--- src/rtl/render_rect_if.sv ---
// render_rect_if: command and pixel handshake bundle between board logic, render_rect and the VGA write port
interface render_rect_if #(
  parameter int X_W = 10,
  parameter int Y_W = 9,
  parameter int COLOR_W = 9
);
  logic cmd_valid;
  logic cmd_ready;
  logic [X_W-1:0] cmd_x0;
  logic [Y_W-1:0] cmd_y0;
  logic [X_W-1:0] cmd_w;
  logic [Y_W-1:0] cmd_h;
  logic [COLOR_W-1:0] cmd_color;
  logic cmd_outline;
  logic pix_valid;
  logic pix_ready;
  logic [X_W-1:0] pix_x;
  logic [Y_W-1:0] pix_y;
  logic [COLOR_W-1:0] pix_color;
  logic busy;
  logic done;
  modport master (
    output cmd_valid, cmd_x0, cmd_y0, cmd_w, cmd_h, cmd_color, cmd_outline, pix_ready,
    input cmd_ready, pix_valid, pix_x, pix_y, pix_color, busy, done
  );
  modport slave (
    input cmd_valid, cmd_x0, cmd_y0, cmd_w, cmd_h, cmd_color, cmd_outline, pix_ready,
    output cmd_ready, pix_valid, pix_x, pix_y, pix_color, busy, done
  );
endinterface

--- src/rtl/render_rect.sv ---
// render_rect: rectangle rasteriser (fill or one-pixel outline), one pixel write per cycle with backpressure
// Optional feature macro RENDER_CLIP_EN: positions outside SCREEN_W x SCREEN_H are skipped instead of wrapping
module render_rect #(
  parameter int X_W = 10,
  parameter int Y_W = 9,
  parameter int COLOR_W = 9,
  parameter int SCREEN_W = 640,
  parameter int SCREEN_H = 480
) (
  input logic CLOCK_50,
  input logic reset,
  render_rect_if.slave bus
);
  typedef enum logic [1:0] {IDLE, DRAW, DONE} state_t;
  state_t state, state_nx;
  logic [X_W-1:0] x0, w, xc, xc_nx, wm1, px;
  logic [Y_W-1:0] y0, h, yc, yc_nx, hm1, py;
  logic [COLOR_W-1:0] color;
  logic outline, x_last, y_last, edge_row, emit, adv;
  assign wm1 = w - X_W'(1);
  assign hm1 = h - Y_W'(1);
  assign x_last = xc == wm1;
  assign y_last = yc == hm1;
  assign edge_row = yc == '0 || y_last;
`ifdef RENDER_CLIP_EN
  logic [X_W:0] sx;
  logic [Y_W:0] sy;
  assign sx = {1'b0, x0} + {1'b0, xc};
  assign sy = {1'b0, y0} + {1'b0, yc};
  assign emit = sx < (X_W+1)'(SCREEN_W) && sy < (Y_W+1)'(SCREEN_H);
  assign px = sx[X_W-1:0];
  assign py = sy[Y_W-1:0];
`else
  assign emit = 1'b1;
  assign px = x0 + xc;
  assign py = y0 + yc;
`endif
  assign adv = state == DRAW && (!emit || bus.pix_ready);
  // state register
  always_ff @(posedge CLOCK_50 or posedge reset)
    if (reset) state <= IDLE;
    else state <= state_nx;
  // command latch and raster position counters
  always_ff @(posedge CLOCK_50 or posedge reset)
    if (reset) begin
      x0 <= '0;
      y0 <= '0;
      w <= '0;
      h <= '0;
      color <= '0;
      outline <= 1'b0;
      xc <= '0;
      yc <= '0;
    end else if (state == IDLE && bus.cmd_valid) begin
      x0 <= bus.cmd_x0;
      y0 <= bus.cmd_y0;
      w <= bus.cmd_w;
      h <= bus.cmd_h;
      color <= bus.cmd_color;
      outline <= bus.cmd_outline;
      xc <= '0;
      yc <= '0;
    end else if (adv) begin
      xc <= xc_nx;
      yc <= yc_nx;
    end
  // next raster position (interior outline rows jump from the left edge straight to the right edge) and next state
  always_comb begin
    state_nx = state;
    xc_nx = x_last ? '0 : (outline && !edge_row && xc == '0) ? wm1 : xc + X_W'(1);
    yc_nx = x_last ? yc + Y_W'(1) : yc;
    if (state == IDLE && bus.cmd_valid) state_nx = (bus.cmd_w == '0 || bus.cmd_h == '0) ? DONE : DRAW;
    else if (state == DRAW && adv && x_last && y_last) state_nx = DONE;
    else if (state == DONE) state_nx = IDLE;
  end
  // outputs come from registered state only, never from pix_ready
  always_comb begin
    bus.cmd_ready = state == IDLE;
    bus.busy = state == DRAW;
    bus.done = state == DONE;
    bus.pix_valid = state == DRAW && emit;
    bus.pix_x = px;
    bus.pix_y = py;
    bus.pix_color = color;
  end
endmodule

--- src/flat_wrapper.sv ---
// flat-port wrapper written by rule: the top's interface ports become plain ports
module render_rect_flat 
#(
  parameter int X_W = 10,
  parameter int Y_W = 9,
  parameter int COLOR_W = 9,
  parameter int SCREEN_W = 640,
  parameter int SCREEN_H = 480
)
  (CLOCK_50, reset, bus_cmd_valid, bus_cmd_x0, bus_cmd_y0, bus_cmd_w, bus_cmd_h, bus_cmd_color, bus_cmd_outline, bus_pix_ready, bus_cmd_ready, bus_pix_valid, bus_pix_x, bus_pix_y, bus_pix_color, bus_busy, bus_done);
  render_rect_if #(.X_W(X_W), .Y_W(Y_W), .COLOR_W(COLOR_W)) bus_i ();
  input logic CLOCK_50;
  input logic reset;
  input wire logic [$bits(bus_i.cmd_valid)-1:0] bus_cmd_valid;
  input wire logic [$bits(bus_i.cmd_x0)-1:0] bus_cmd_x0;
  input wire logic [$bits(bus_i.cmd_y0)-1:0] bus_cmd_y0;
  input wire logic [$bits(bus_i.cmd_w)-1:0] bus_cmd_w;
  input wire logic [$bits(bus_i.cmd_h)-1:0] bus_cmd_h;
  input wire logic [$bits(bus_i.cmd_color)-1:0] bus_cmd_color;
  input wire logic [$bits(bus_i.cmd_outline)-1:0] bus_cmd_outline;
  input wire logic [$bits(bus_i.pix_ready)-1:0] bus_pix_ready;
  output wire logic [$bits(bus_i.cmd_ready)-1:0] bus_cmd_ready;
  output wire logic [$bits(bus_i.pix_valid)-1:0] bus_pix_valid;
  output wire logic [$bits(bus_i.pix_x)-1:0] bus_pix_x;
  output wire logic [$bits(bus_i.pix_y)-1:0] bus_pix_y;
  output wire logic [$bits(bus_i.pix_color)-1:0] bus_pix_color;
  output wire logic [$bits(bus_i.busy)-1:0] bus_busy;
  output wire logic [$bits(bus_i.done)-1:0] bus_done;
  assign bus_i.cmd_valid = bus_cmd_valid;
  assign bus_i.cmd_x0 = bus_cmd_x0;
  assign bus_i.cmd_y0 = bus_cmd_y0;
  assign bus_i.cmd_w = bus_cmd_w;
  assign bus_i.cmd_h = bus_cmd_h;
  assign bus_i.cmd_color = bus_cmd_color;
  assign bus_i.cmd_outline = bus_cmd_outline;
  assign bus_i.pix_ready = bus_pix_ready;
  assign bus_cmd_ready = bus_i.cmd_ready;
  assign bus_pix_valid = bus_i.pix_valid;
  assign bus_pix_x = bus_i.pix_x;
  assign bus_pix_y = bus_i.pix_y;
  assign bus_pix_color = bus_i.pix_color;
  assign bus_busy = bus_i.busy;
  assign bus_done = bus_i.done;
  render_rect #(.X_W(X_W), .Y_W(Y_W), .COLOR_W(COLOR_W), .SCREEN_W(SCREEN_W), .SCREEN_H(SCREEN_H)) u_core (.CLOCK_50(CLOCK_50), .reset(reset), .bus(bus_i));
endmodule
--- config.mk ---
export PLATFORM = sky130hd
export DESIGN_NAME = render_rect_flat
export DESIGN_NICKNAME = d
export VERILOG_FILES = /design/src/rtl/render_rect_if.sv /design/src/rtl/render_rect.sv /design/src/flat_wrapper.sv
export SDC_FILE = /design/constraint.sdc
export NUM_CORES = 1
export LEC_CHECK = 0
export CAP_MARGIN = 40
export CORE_UTILIZATION = 53
export CTS_CLUSTER_DIAMETER = 100
export CTS_CLUSTER_SIZE = 14
export DETAILED_ROUTE_END_ITERATION = 6
export GPL_TIMING_DRIVEN = 0
export MAX_ROUTING_LAYER = met4
export PLACE_DENSITY_LB_ADDON = 0.1
export SETUP_SLACK_MARGIN = 0.4
export SLEW_MARGIN = 20
export SYNTH_ARGS = -nofsm -noshare
export SYNTH_HDL_FRONTEND = slang
export SYNTH_SLANG_ARGS = --single-unit
export TNS_END_PERCENT = 1
--- constraint.sdc ---
create_clock -name CLOCK_50 -period 3.8 [get_ports CLOCK_50]
set_input_delay 0.76 -clock CLOCK_50 [delete_from_list [all_inputs] [get_ports CLOCK_50]]
set_output_delay 0.76 -clock CLOCK_50 [all_outputs]
set_load 0.03 [all_outputs]
Yosys cells after proc, flatten, opt, wreduce, memory -nomap -nowiden. Index checks and enable logic that the tools add are counted.

Register bits after elaboration: 69. Bits of input ports: 52. Output and inout bits: 32. Word-level logic and storage cells: 49.

Add/sub/neg operators: 6. Eq/ne operators: 4. Muxes and demuxes: 11. Reductions and logical operators: 19.

Operators with widths (count): 10-bit 2-to-1 mux (4); 9-bit 2-to-1 mux (3); 10-bit logical NOT (2); 9-bit logical NOT (2); 10-bit by 1-bit adder with 10-bit output (second input constant) (1); 10-bit adder (1); 10-bit equality test (1); 10-bit by 1-bit subtractor with 10-bit output (second input constant) (1); 9-bit by 1-bit adder with 9-bit output (second input constant) (1); 9-bit adder (1); 9-bit equality test (1); 9-bit by 1-bit subtractor with 9-bit output (second input constant) (1); 2-bit 2-to-1 mux (4); 1-bit logical AND (7); 2-bit nonzero test (2); 3-bit nonzero test (1); 2-bit by 1-bit equality test with 1-bit output (second input constant) (1); 2-bit equality test (second input constant) (1); 2-bit logical NOT (1); 1-bit logical OR (2); 2-bit AND reduction (1); 1-bit logical NOT (1).

Logic depth before layout (Yosys ltp).
Depth after elaboration: 10. Mapped depth: 11.

Least setup slack after synthesis. OpenSTA, ideal clock, no wires.

Path kind: register -> output. From: register u_core.xc[1]. To: output port bus_pix_x[9]. Arrival: 2.433 ns. Data required time: 3.040 ns. Path slack: 0.607 ns. Cell stages (with the launch flop): 9. Cell sequence: dfrtp_1 -> ha_1 -> a21o_1 -> a21oi_1 -> o21bai_1 -> a21oi_1 -> o21ai_0 -> and4_1 -> nor3_1.

Longest elaborated chain between the ends: 1.

RTL lines: start: declaration (line render_rect.sv:16) `logic [X_W-1:0] x0, w, xc, xc_nx, wm1, px;`; start signal: assignment (line render_rect.sv:64) `xc <= xc_nx;`; 10-bit adder (line render_rect.sv:35) `assign px = x0 + xc;`; end: declaration (line flat_wrapper.sv:24) `output wire logic [$bits(bus_i.pix_x)-1:0] bus_pix_x;`.

No other way between the ends.

Final worst setup path. Same ends and word-level chain as after synthesis.

==> flow_summary.yaml <==
run_status:
  outcome: "complete, no violations"
finish:
  multiInputGateArea_mm2: 0.00262
  diodes: 0
  drive_gt1_share_pct: 7.57
  area_growth_pct: 27.3
  final_area_mm2: 0.00578
  seq_area_mm2: 0.00173
  final_util_pct: 70.0
  layout.cells.non_filler: 752
  fillers: 678
  layout.nets: 719
synth:
  synth-async-reset-ratio_pct: 100
  synthTopCellsByArea: "dfrtp_1, nand2_1, ha_1"
  synth_area_mm2: 0.00454
  ys_ff_latch: 69
  ys_seq_area_share_pct: 38.0
  yosysTopAreaCell: "dfrtp_1"
  yosysTopAreaCellShare_pct: 38.0
  synth_cell_types: 59
  synth_warnings: 0
  synth_common_cells: "nand2_1, dfrtp_1, clkbuf_1"
  syn_area_per_cell_um2: 8.33
  synth_nets: 622
  synth-main-ff-cell: "dfrtp_1"
  synthCells: 545
  synth_edf_count: 0
  synth.most_common_cell: "nand2_1"
timing:
  worst_pin_slew_ns: 0.699
  timing.fmax_ghz: 0.286
  rsz0062_at_grt: "yes"
  fin_ws_ns: 0.309
  relSlewSlack_pct: 53.0
  min_period_over_period_pct: 91.9
  hold_viol_final: 0
  clock_skew_ns: 0.0110
  fin_tns_setup_ns: 0
  setup_viol: 0
  finalMaxSlewViolations: 0
  min_period_ns: 3.49
  timing.hold.ws_ns: 0.480
die:
  pin_count: 84
  die_area_mm2: 0.00894
  coreArea_mm2: 0.00826
  die_h_um: 94.5
  die_w_um: 94.5
  start_util_pct: 55.0
  rows: 33
global_route:
  overflow: 0
  grt.total_usage_pct: 28.1
  grt_max_degree: 37
  antenna_found_initial: 0
  grt_pass1_vias: 3857
  grt_pass1_wl_um: 18700
clock_tree:
  htreeDepth: 3
  root_buffer: "clkbuf_8"
  cts_hold_buf: 0
  cts_buffers: 9
  cts_sinks: 69
  clockBufferDepth: 2
  clkTransAtPathRegs_ns: 0.08
  insertion_delay_ns: 0.36
  cts_tree: "done"
place:
  port_buffers: 83
  gp_congestion: 0.920
  placed_cell_area_mm2: 0.00552
  dp_hpwl_um: 8520
  dp.cells: 734
  dp_slack_ns: 0.120
setup_path:
  slowest_delay_ns: 0.46
  crit_fanout: 6
  arrival_ns: 2.73
  critPathBufInv: 1
  worstSetupPathType: "flop to output pin"
  crit_family: "compound AO/OA/AOI/OAI gates"
  required_ns: 3.04
  cp-end-kind: "output pin"
  cp_common_cell: "a21oi_2"
  crit_slowest_cell: "dfrtp_1"
  start_kind: "flop"
  worstPathCellList: "ha_1 -> a21o_1 -> a21oi_2 -> o21bai_1 -> a21oi_2 -> o21ai_1 -> and4_1 -> nor3_1 -> clkdlybuf4s15_2"
detailed_routing:
  drt_first_pass_iters: 5
  first_iter_violations: 269
  drc: 0
  vias_per_cell: 5.56
  drt_wl_total_um: 11400
  via_count: 4181
  ant_nets: 0
  post_drt_wl_per_cell_um: 15.2
min_path:
  min_path_type: "flop to flop"
pwr:
  vdd_drop_max_mv: 0.463
  p_leak_nw: 2.74
  power_mw: 5.11
  power_density_mw_per_mm2: 885
run:
  cap_violations: 0
-- path summary, 6_finish.rpt --
| check | from | end | slack, ns | cells past startpoint |
|---|---|---|---|---|
| worst max register to register | u_core.w[0] | u_core.state[0] | 0.41 | 9 |
| worst min-delay path | u_core.bus.pix_color[2] | u_core.bus.pix_color[2] | 0.48 | 2 |
| min in group asynchronous | reset | u_core.y0[7] | 0.76 | 2 |
| worst min register to register | u_core.bus.pix_color[2] | u_core.bus.pix_color[2] | 0.48 | 2 |
| max in group asynchronous | reset | u_core.xc[0] | 2.46 | 3 |
| worst max-delay path | u_core.xc[1] | bus_pix_x[9] | 0.31 | 9 |
-- state kept, by name (all words and copies together), names as in the netlist --
name                  count
u_core.bus.pix_color      9
u_core.h                  9
u_core.outline            1
u_core.state              2
u_core.w                 10
u_core.x0                10
u_core.xc                10
u_core.y0                 9
u_core.yc                 9
-- cells in the final DEF, fill, tap and decap left out, types with 19 or more instances in the layout --
| cell | netlist | routed |
|---|---|---|
| nand3_1 | 22 | 22 |
| clkdlybuf4s50_1 | 0 | 74 |
| nor2_1 | 23 | 23 |
| xnor2_1 | 21 | 21 |
| xor2_1 | 19 | 19 |
| dfrtp_1 | 69 | 67 |
| nand2_1 | 157 | 157 |
| inv_1 | 22 | 21 |
| clkbuf_1 | 24 | 24 |
| ha_1 | 23 | 23 |
-- timing repair --
item,in CTS,in global routing
buffers inserted,0,2
pin swaps,0,2
endpoints found under the setup margin,23,31
gates resized for setup,22,3
-- metal layers --
layer / routed length (um) / GRT usage [%] / up-vias
li1: - / - / 2058
met1: 5720 / 39.9 / 1973
met2: 4940 / 41.7 / 140
met3: 622 / 4.75 / 10
met4: 125 / 7.45 / 0
met5: 0 / - / -
-- layout make-up --
class	instances	area share, %
multi-input cells	424	45.3
flip-flops and latches	69	29.9
repair buffers	86	15.0
clock buffers	10	2.38
well taps	105	2.27
plain buffers	30	2.21
clock inverters	6	1.49
inverters	22	1.47
-- where the power goes --
part	switching, mW	total (mW)	internal [mW]
logic	1.81	3.12	1.31
registers	0.280	1.31	1.03
clock network	0.294	0.681	0.386
-- worst register-to-register path: stages (launching register included) --
cell     delay (ns)
dfrtp_1        0.45
inv_1          0.10
ha_1           0.23
or4b_1         0.55
or3_1          0.38
and3_1         0.20
or4_4          0.55
nor4_2         0.43
nand3_1        0.16
a21bo_2        0.24
-- cell families (layout without fill, tap and decap cells) --
logic type                 Yosys count  in the layout  synth area share (%)
DFF                                 69             69                  38.0
muxes                               11             11                  2.43
AOI/OAI and AO/OA                   80             80                  12.2
and+or+nand+nor                    268            268                  27.7
buffers and inverters               52            154                  4.63
xor gates and xnor gates            40             40                  7.72
adders and majority gates           25             25                  7.22
(Power assumes the default switching activity.)
